<file path="config.mk">
export PLATFORM = sky130hd
export DESIGN_NAME = mem_port_arbiter
export DESIGN_NICKNAME = d
export VERILOG_FILES = /design/src/rtl/mem_port_arbiter.sv
export SDC_FILE = /design/constraint.sdc
export NUM_CORES = 1
export LEC_CHECK = 0
export ABC_AREA = 1
export CAP_MARGIN = 25
export CORE_MARGIN = 5
export CORE_UTILIZATION = 41
export CTS_CLUSTER_DIAMETER = 40
export DETAILED_ROUTE_END_ITERATION = 16
export PLACE_DENSITY = 0.8
export SYNTH_ARGS = -nofsm -noshare
export SYNTH_HDL_FRONTEND = slang
export SYNTH_SLANG_ARGS = --single-unit
</file>
<file path="constraint.sdc">
create_clock -name clk -period 5.3 [get_ports clk]
set_clock_uncertainty 0.15 [all_clocks]
set_input_delay 1.06 -clock clk [delete_from_list [all_inputs] [get_ports clk]]
set_output_delay 1.06 -clock clk [all_outputs]
set_load 0.05 [all_outputs]
</file>
<file path="src/rtl/mem_port_arbiter.sv">
// mem_port_arbiter: shares one unified memory port between instruction fetch
// (IF) and the load/store stage (D). Each access is a request/acknowledge
// transaction. Grants alternate under contention. Data accesses with a bad size
// code or a misaligned address are rejected locally and never reach memory.
//
// Handshake: a requester holds *_req until its one-cycle *_ready pulse and must
// drop or change the request in the cycle after ready. mem_req is held with
// stable mem_* fields until a one-cycle mem_ack arrives; mem_rdata is valid
// with mem_ack. An mem_ack outside BUSY is ignored.
module mem_port_arbiter #(
   parameter int ADDR_W = 32,
   parameter int DATA_W = 32
) (
   input  logic              clk,
   input  logic              reset,
   input  logic              if_req,
   input  logic [ADDR_W-1:0] if_addr,
   output logic              if_ready,
   output logic [DATA_W-1:0] if_rdata,
   input  logic              d_req,
   input  logic              d_we,
   input  logic [2:0]        d_size,
   input  logic [ADDR_W-1:0] d_addr,
   input  logic [DATA_W-1:0] d_wdata,
   output logic              d_ready,
   output logic [DATA_W-1:0] d_rdata,
   output logic              d_fault,
   output logic              mem_req,
   output logic              mem_we,
   output logic [2:0]        mem_size,
   output logic [ADDR_W-1:0] mem_addr,
   output logic [DATA_W-1:0] mem_wdata,
   input  logic              mem_ack,
   input  logic [DATA_W-1:0] mem_rdata
);

   typedef enum logic [1:0] {
      IDLE = 2'd0,
      BUSY = 2'd1,
      RESP = 2'd2
   } state_e;

   state_e              state_q, state_d;
   logic                last_d_q, last_d_d;   // 1: last grant went to D, 0: to IF
   logic                mem_req_q, mem_req_d;
   logic                mem_we_q, mem_we_d;
   logic [2:0]          mem_size_q, mem_size_d;
   logic [ADDR_W-1:0]   mem_addr_q, mem_addr_d;
   logic [DATA_W-1:0]   mem_wdata_q, mem_wdata_d;
   logic                if_ready_q, if_ready_d;
   logic                d_ready_q, d_ready_d;
   logic                d_fault_q, d_fault_d;
   logic [DATA_W-1:0]   if_rdata_q, if_rdata_d;
   logic [DATA_W-1:0]   d_rdata_q, d_rdata_d;

   logic                d_bad;
   logic                pick_d;

   // Size/alignment legality of the pending data request.
   always_comb begin
      d_bad = 1'b1;
      case (d_size)
         3'b000, 3'b100: d_bad = 1'b0;
         3'b001, 3'b101: d_bad = d_addr[0];
         3'b010:         d_bad = |d_addr[1:0];
         default:        d_bad = 1'b1;
      endcase
   end

   // D wins when it is alone or when IF had the previous grant.
   assign pick_d = d_req && (!if_req || !last_d_q);

   // Next-state and registered-output computation for the transaction FSM.
   always_comb begin
      state_d     = state_q;
      last_d_d    = last_d_q;
      mem_req_d   = mem_req_q;
      mem_we_d    = mem_we_q;
      mem_size_d  = mem_size_q;
      mem_addr_d  = mem_addr_q;
      mem_wdata_d = mem_wdata_q;
      if_ready_d  = 1'b0;
      d_ready_d   = 1'b0;
      d_fault_d   = 1'b0;
      if_rdata_d  = if_rdata_q;
      d_rdata_d   = d_rdata_q;
      case (state_q)
         IDLE: begin
            if (if_req || d_req) begin
               last_d_d = pick_d;
               if (pick_d && d_bad) begin
                  // Rejected access: answer directly, memory never sees it.
                  d_ready_d = 1'b1;
                  d_fault_d = 1'b1;
                  state_d   = RESP;
               end else begin
                  mem_req_d   = 1'b1;
                  mem_we_d    = pick_d ? d_we : 1'b0;
                  mem_size_d  = pick_d ? d_size : 3'b010;
                  mem_addr_d  = pick_d ? d_addr : if_addr;
                  mem_wdata_d = pick_d ? d_wdata : '0;
                  state_d     = BUSY;
               end
            end
         end
         BUSY: begin
            if (mem_ack) begin
               mem_req_d = 1'b0;
               state_d   = RESP;
               if (last_d_q) begin
                  d_ready_d = 1'b1;
                  d_rdata_d = mem_we_q ? '0 : mem_rdata;
               end else begin
                  if_ready_d = 1'b1;
                  if_rdata_d = mem_rdata;
               end
            end
         end
         RESP: begin
            state_d = IDLE;
         end
         default: begin
            state_d = IDLE;
         end
      endcase
   end

   // State and output registers; reset aborts any transaction immediately.
   always_ff @(posedge clk or posedge reset) begin
      if (reset) begin
         state_q     <= IDLE;
         last_d_q    <= 1'b0;
         mem_req_q   <= 1'b0;
         mem_we_q    <= 1'b0;
         mem_size_q  <= 3'b000;
         mem_addr_q  <= '0;
         mem_wdata_q <= '0;
         if_ready_q  <= 1'b0;
         d_ready_q   <= 1'b0;
         d_fault_q   <= 1'b0;
         if_rdata_q  <= '0;
         d_rdata_q   <= '0;
      end else begin
         state_q     <= state_d;
         last_d_q    <= last_d_d;
         mem_req_q   <= mem_req_d;
         mem_we_q    <= mem_we_d;
         mem_size_q  <= mem_size_d;
         mem_addr_q  <= mem_addr_d;
         mem_wdata_q <= mem_wdata_d;
         if_ready_q  <= if_ready_d;
         d_ready_q   <= d_ready_d;
         d_fault_q   <= d_fault_d;
         if_rdata_q  <= if_rdata_d;
         d_rdata_q   <= d_rdata_d;
      end
   end

   assign mem_req   = mem_req_q;
   assign mem_we    = mem_we_q;
   assign mem_size  = mem_size_q;
   assign mem_addr  = mem_addr_q;
   assign mem_wdata = mem_wdata_q;
   assign if_ready  = if_ready_q;
   assign if_rdata  = if_rdata_q;
   assign d_ready   = d_ready_q;
   assign d_rdata   = d_rdata_q;
   assign d_fault   = d_fault_q;

endmodule

</file>
==> flow_metrics.py, run 1 <==
metrics = {
    "pwr": {
        "sw_frac_of_total": 0.4932,
        "seq_power_share": 0.276,
        "combinational_share_of_power": 0.567,
        "vdd_ir_drop_max_v": 0.0003270,
        "power.share.clock": 0.158,
        "cell_internal_power_dissipation_w": 0.003328,
        "switching_power_w": 0.003239,
        "power_per_cell_area_mw_per_mm2": 716.6,
        "power.leakage_nw": 4.614,
    },
    "floorplanning": {
        "initial_utilization": 0.4187,
        "top_level_ports": 273,
        "die-area_sq_mm": 0.01672,
        "die_width_um": 129.3,
        "core_area_sq_mm": 0.01393,
        "row_count": 43,
        "die-height_um": 129.3,
    },
    "timing": {
        "worst_pin_slew_ns": 0.8075,
        "hold_ws_ns": 0.3162,
        "fmaxAchievable_ghz": 0.2614,
        "hold_violations": 0,
        "final_min_period_over_clock_period": 0.7219,
        "finalSetupViolCount": 0,
        "drv_slew": 0,
        "period_needed_ns": 3.826,
        "setup_repair_after_global_routing_missed_its_margin": "no",
        "setup_total_negative_slack_ns": 0,
        "fin_ws_ns": 1.474,
        "maxSlewHeadroom": 0.4616,
    },
    "clock_tree": {
        "clock-sinks": 139,
        "cts_max_path_buffers": 2,
        "cts.repair.resized": 0,
        "clk_latency_ns": 0.40,
        "postCtsHoldBufs": 0,
        "clock_tree.root_cell": "clkbuf_16",
        "worst_setup_hold_path_clk_slew_ns": 0.05,
        "numCtsBuffers": 17,
        "cts_setup_buffers": 0,
        "htreeDepth": 4,
        "tritoncts": "yes",
    },
    "cells_and_area": {
        "area_growth_pct": 57.07,
        "final_nets": 1103,
        "layout.cells.most_common": "nand2_1",
        "n_fill_cell": 1137,
        "commonest_cells_after_routing_fill_and_taps_aside": "433 x nand2_1, 272 x clkdlybuf4s50_1, 139 x dfrtp_1",
        "finish.instance_area_sq_mm": 0.009164,
        "count_of_inserted_antenna_diode_cells": 0,
        "drive_above_1_share": 0.04410,
    },
    "drt": {
        "route.met3.wl_um": 1276,
        "routed_wl_um": 18650,
        "route.detailed.wl_per_inst_um": 16.15,
        "dr.max_layer_used": "met4",
        "wirelength_met1_um": 7435,
        "met2_wirelength_um": 9398,
        "first_iteration_detailed_routing_drc_count": 433,
        "drcViolationCount": 0,
        "antenna_violating_nets_post_route": 0,
        "drt_first_pass_iters": 5,
        "via_per_inst": 4.793,
        "vias": 5536,
    },
    "global_route": {
        "maximum_number_of_pins_on_one_net_before_global_route_repair": 92,
        "number_of_antenna_violations_at_the_first_check_in_global_routing": 0,
        "first_global_vias": 5506,
        "grt_usage": 0.2263,
        "grt_pass1_wl_um": 29300,
        "grt.overflow.total": 0,
    },
    "worst_setup_path": {
        "cells_along_the_critical_path": "clkdlybuf4s50_1 > nand2_2 > inv_4 > nand3_4 > nand2_4 > buf_4 > nand2_1 > nand2_1",
        "crit_family": "simple AND/OR/NAND/NOR gates",
        "regToRegEndpoint": "mem_wdata[10]",
        "crit_slowest_cell": "nand2_4",
        "cp_data_required_time_ns": 5.49,
        "critical_path.n_buffers_inverters": 3,
        "worstRegToRegCells": 8,
        "regToRegSetupSlack_ns": 2.20,
        "worst-path-max-fanout": 45,
        "crit_top_cell": "nand2_1",
        "arrival_time_of_the_worst_setup_path_ns": 4.01,
        "timing.critical_path.slowest_cell_delay_ns": 0.56,
        "worst_r2r_startpoint": "last_d_q",
        "cp-start-kind": "primary input",
        "critPathKind": "in -> reg",
        "crit_path_end_kind": "flop",
    },
    "yosys": {
        "synth-seq-area-share": 0.5962,
        "postSynthCellCount": 705,
        "synth_top_flop_cell": "dfrtp_1",
        "synth.ff_latch_count": 139,
        "yosysUniqueCellTypes": 22,
        "synth.net_count": 842,
        "synth-edff-count": 0,
        "avgSynthCellArea_sq_um": 8.276,
        "synth.yosys.warnings": 0,
        "synth_area_sq_mm": 0.005834,
        "share_of_async_settable_or_async_resettable_flops_after_synthesis": 1.000,
    },
    "place": {
        "dpl_cell_area_sq_mm": 0.008653,
        "place_hpwl_um": 13610,
        "pre_cts_slack_ns": 1.090,
        "place.gp.congestion": 0.8310,
        "buffer_ports.inserted": 272,
    },
    "run": {
        "drv.max_cap_violation_count": 0,
    },
    "hold_path": {
        "worst_hold_path_type": "reg -> reg",
        "hold-path-endpoint": "mem_wdata[18]",
        "worst_hold_startpoint": "mem_wdata[18]",
        "hold_path_depth": 2,
    },
    "outcome": {
        "outcome": "complete, no violations",
    },
}
-- flip-flops by register name (all words and copies together), names as in the netlist --
name / count
d_fault: 1
d_rdata: 32
d_ready: 1
if_rdata: 32
if_ready: 1
last_d_q: 1
mem_addr: 32
mem_req: 1
mem_size: 3
mem_wdata: 32
mem_we: 1
state_q: 2
-- cell type report --
cell class                      instances  area [sq um]  share of cell area
Multi-Input combinational cell        517          2079              0.2269
Inverter                               12         55.05            0.006008
Clock buffer                           25         495.5             0.05407
Tap cell                              180         225.2             0.02458
Sequential cell                       139          3478              0.3796
Clock inverter                          3         15.01            0.001638
Timing Repair Buffer                  279          2815              0.3072
-- cells in the mapped netlist, types with 4 or more instances --
cell,count,share of area
buf_2,13,0.011
dfrtp_1,139,0.60
nand3_1,67,0.057
buf_6,6,0.012
nor2_1,4,0.0026
inv_1,8,0.0051
buf_4,7,0.0090
nand2_1,433,0.28
clkbuf_1,11,0.0071
-- logic make-up (layout without fill, tap and decap cells) --
group | after synthesis | count (layout) | share of synthesized area
AOI/OAI and AO/OA | 6 | 6 | 0.006649
and+or+nand+nor | 511 | 511 | 0.3498
DFF | 139 | 139 | 0.5962
buffers and inverters | 49 | 319 | 0.04739
-- layer usage --
metal / GRT usage / vias up
met2: 0.3768 / 194
met1: 0.2857 / 2611
li1: - / 2691
met5: 0 / -
met3: 0.05359 / 40
met4: 0.09080 / 0
-- worst min-delay path, stage by stage (launching register included) --
cell and delay [ns]:
dfrtp_1 0.34, nand2_1 0.05, nand2_1 0.05
-- worst max path at each step --
stage          startpoint             to  slack (ns)  depth (start not counted)
2_1_floorplan       reset        d_fault        0.37                          1
3_3_place_gp        d_req   mem_addr[19]        1.15                          8
3_5_place_dp       if_req   mem_addr[26]        1.09                          9
4_1_cts            if_req  mem_wdata[10]        1.52                          9
5_1_grt            if_req  mem_wdata[14]        1.18                          9
6_report            d_req  mem_wdata[10]        1.47                          8
-- power groups by stage --
| stage | clock network (W) | logic, W | registers (W) |
|---|---|---|---|
| after floorplan | 0 | 0.000825 | 0.00341 |
| after global placement | 0 | 0.00367 | 0.00180 |
| after detailed placement | 0 | 0.00375 | 0.00181 |
| after CTS | 0.00106 | 0.00376 | 0.00181 |
| after global routing | 0.00111 | 0.00394 | 0.00187 |
| final | 0.00103 | 0.00372 | 0.00181 |
-- stage by stage --
stage | utilization | total power, W | cells
floorplan | - | 0.004234 | 705
global placement | 0.6170 | 0.005477 | 1125
detailed placement | 0.6210 | 0.005564 | 1127
CTS | 0.6576 | 0.006624 | 1155
global route | 0.6576 | 0.006907 | 1155
finish | 0.6576 | 0.006567 | 1155
No activity file was read; power rests on OpenSTA's default activity.
==> inputs of run 2 (changes only) <==
- CORE_UTILIZATION: 41 -> 37
- PLACE_DENSITY: 0.8 -> 0.76
- clock period: 5.3 -> 3.1 ns (I/O delays scaled with it)
==> run 2 against run 1 <==
Against the previous run: final cell count up 3.7%; non-clock buffer count rose by 4; first-iteration DRC count is 36% lower; combinational power increased by 71%; design area rose by 1.3%; critical endpoint is now mem_addr[23]; highest routed layer unchanged.
==> flow_metrics.py, run 2 (synthesized netlist as in run 1, its figures left out) <==
metrics = {
    "clock_tree": {
        "htreeDepth": 4,
        "postCtsHoldBufs": 0,
        "tritoncts": "yes",
        "worst_setup_hold_path_clk_slew_ns": 0.06,
        "clock_tree.root_cell": "clkbuf_16",
        "clock-sinks": 139,
        "clk_latency_ns": 0.41,
        "numCtsBuffers": 17,
        "cts.repair.resized": 0,
        "cts_max_path_buffers": 2,
        "cts_setup_buffers": 0,
    },
    "timing": {
        "drv_slew": 0,
        "period_needed_ns": 2.401,
        "setup_repair_after_global_routing_missed_its_margin": "no",
        "worst_pin_slew_ns": 0.7792,
        "hold_violations": 0,
        "fmaxAchievable_ghz": 0.4165,
        "maxSlewHeadroom": 0.4800,
        "setup_total_negative_slack_ns": 0,
        "finalSetupViolCount": 0,
        "final_min_period_over_clock_period": 0.7745,
    },
    "outcome": {
        "outcome": "complete, no violations",
    },
    "pwr": {
        "switching_power_w": 0.005581,
        "vdd_ir_drop_max_v": 0.0006550,
        "cell_internal_power_dissipation_w": 0.005750,
        "power.leakage_nw": 4.648,
        "power_per_cell_area_mw_per_mm2": 1220,
        "power.share.clock": 0.168,
        "seq_power_share": 0.271,
        "sw_frac_of_total": 0.4925,
        "combinational_share_of_power": 0.562,
    },
    "global_route": {
        "number_of_antenna_violations_at_the_first_check_in_global_routing": 0,
        "first_global_vias": 5380,
        "maximum_number_of_pins_on_one_net_before_global_route_repair": 140,
        "grt.overflow.total": 0,
        "grt_pass1_wl_um": 28490,
        "grt_usage": 0.1985,
    },
    "cells_and_area": {
        "count_of_inserted_antenna_diode_cells": 0,
        "finish.instance_area_sq_mm": 0.009285,
        "area_growth_pct": 59.15,
        "commonest_cells_after_routing_fill_and_taps_aside": "433 x nand2_1, 272 x clkdlybuf4s50_1, 139 x dfrtp_1",
        "final_util": 0.5931,
        "layout.cells.most_common": "nand2_1",
        "drive_above_1_share": 0.05499,
        "n_fill_cell": 1404,
        "final_nets": 1107,
    },
    "floorplanning": {
        "row_count": 46,
        "core_area_sq_mm": 0.01566,
        "die-height_um": 135.6,
        "die_width_um": 135.6,
        "top_level_ports": 273,
        "initial_utilization": 0.3727,
        "die-area_sq_mm": 0.01838,
    },
    "drt": {
        "via_per_inst": 4.582,
        "antenna_violating_nets_post_route": 0,
        "vias": 5489,
        "route.detailed.wl_per_inst_um": 15.25,
        "first_iteration_detailed_routing_drc_count": 279,
        "drt_first_pass_iters": 5,
        "routed_wl_um": 18270,
        "drcViolationCount": 0,
    },
    "worst_setup_path": {
        "cp_data_required_time_ns": 2.33,
        "crit_slowest_cell": "clkdlybuf4s50_1",
        "regToRegEndpoint": "mem_wdata[10]",
        "crit_path_end_kind": "primary output",
        "critical_path.n_buffers_inverters": 1,
        "arrival_time_of_the_worst_setup_path_ns": 1.63,
        "worst-path-max-fanout": 2,
        "timing.critical_path.slowest_cell_delay_ns": 0.85,
        "worstRegToRegCells": 6,
        "cp-start-kind": "flop",
        "crit_cells": 1,
        "worst_r2r_startpoint": "state_q[0]",
        "critPathKind": "reg -> out",
        "regToRegSetupSlack_ns": 1.00,
        "crit_family": "buffers and inverters",
        "cells_along_the_critical_path": "clkdlybuf4s50_1",
    },
    "hold_path": {
        "worst_hold_path_type": "reg -> reg",
        "hold-path-endpoint": "mem_wdata[21]",
        "hold_path_depth": 2,
        "worst_hold_startpoint": "mem_wdata[21]",
    },
    "place": {
        "dpl_cell_area_sq_mm": 0.008705,
        "place_hpwl_um": 13010,
        "buffer_ports.inserted": 272,
        "place.gp.congestion": 0.7942,
    },
    "run": {
        "drv.max_cap_violation_count": 0,
    },
}
run 2: power by group through the flow:
stage                     sequential, W  combinational (W)  clock, W
after global routing            0.00318            0.00672   0.00202
final                           0.00307            0.00636   0.00190
after CTS                       0.00307            0.00641   0.00194
after global placement          0.00307            0.00632         0
after detailed placement        0.00308            0.00639         0
after floorplan                 0.00583            0.00141         0
run 2: final cells by class:
type | instances | area (sq um) | share of cell area
clock inverter | 12 | 100.1 | 0.01078
tap | 216 | 270.3 | 0.02911
sequential | 139 | 3478 | 0.3746
timing repair buffer | 283 | 2850 | 0.3070
clock buffer | 19 | 452.9 | 0.04878
multi-input combinational | 517 | 2079 | 0.2240
inverter | 12 | 53.80 | 0.005794
run 2: worst max path at each step:
stage | end | slack (ns) | from
finish | mem_addr[23] | 0.70 | mem_addr[23]
global route | mem_req | 0.62 | mem_req
CTS | mem_req | 0.67 | mem_req
detailed placement | mem_wdata[10] | 0.45 | if_req
global placement | mem_wdata[20] | 0.49 | if_req
floorplan | d_fault | 0.59 | reset
run 2: per-stage QoR:
step | total power [W] | hold WS, ns | worst slack (ns) | instances
after detailed placement | 0.009469 | 0.3074 | 0.4516 | 1166
after floorplan | 0.007239 | 0.3850 | 0.5949 | 705
final | 0.01133 | 0.3167 | 0.6991 | 1198
after global routing | 0.01193 | 0.3348 | 0.6171 | 1198
after CTS | 0.01142 | 0.3213 | 0.6720 | 1197
after global placement | 0.009389 | 0.3031 | 0.4943 | 1166
run 2: routing by layer:
metal / global-route usage / vias to the layer above / routed length [um]
met5: 0 / - / 0
met4: 0.08511 / 0 / 476
met3: 0.05163 / 33 / 1190
met2: 0.3233 / 175 / 9058
met1: 0.2508 / 2574 / 7541
li1: - / 2707 / -
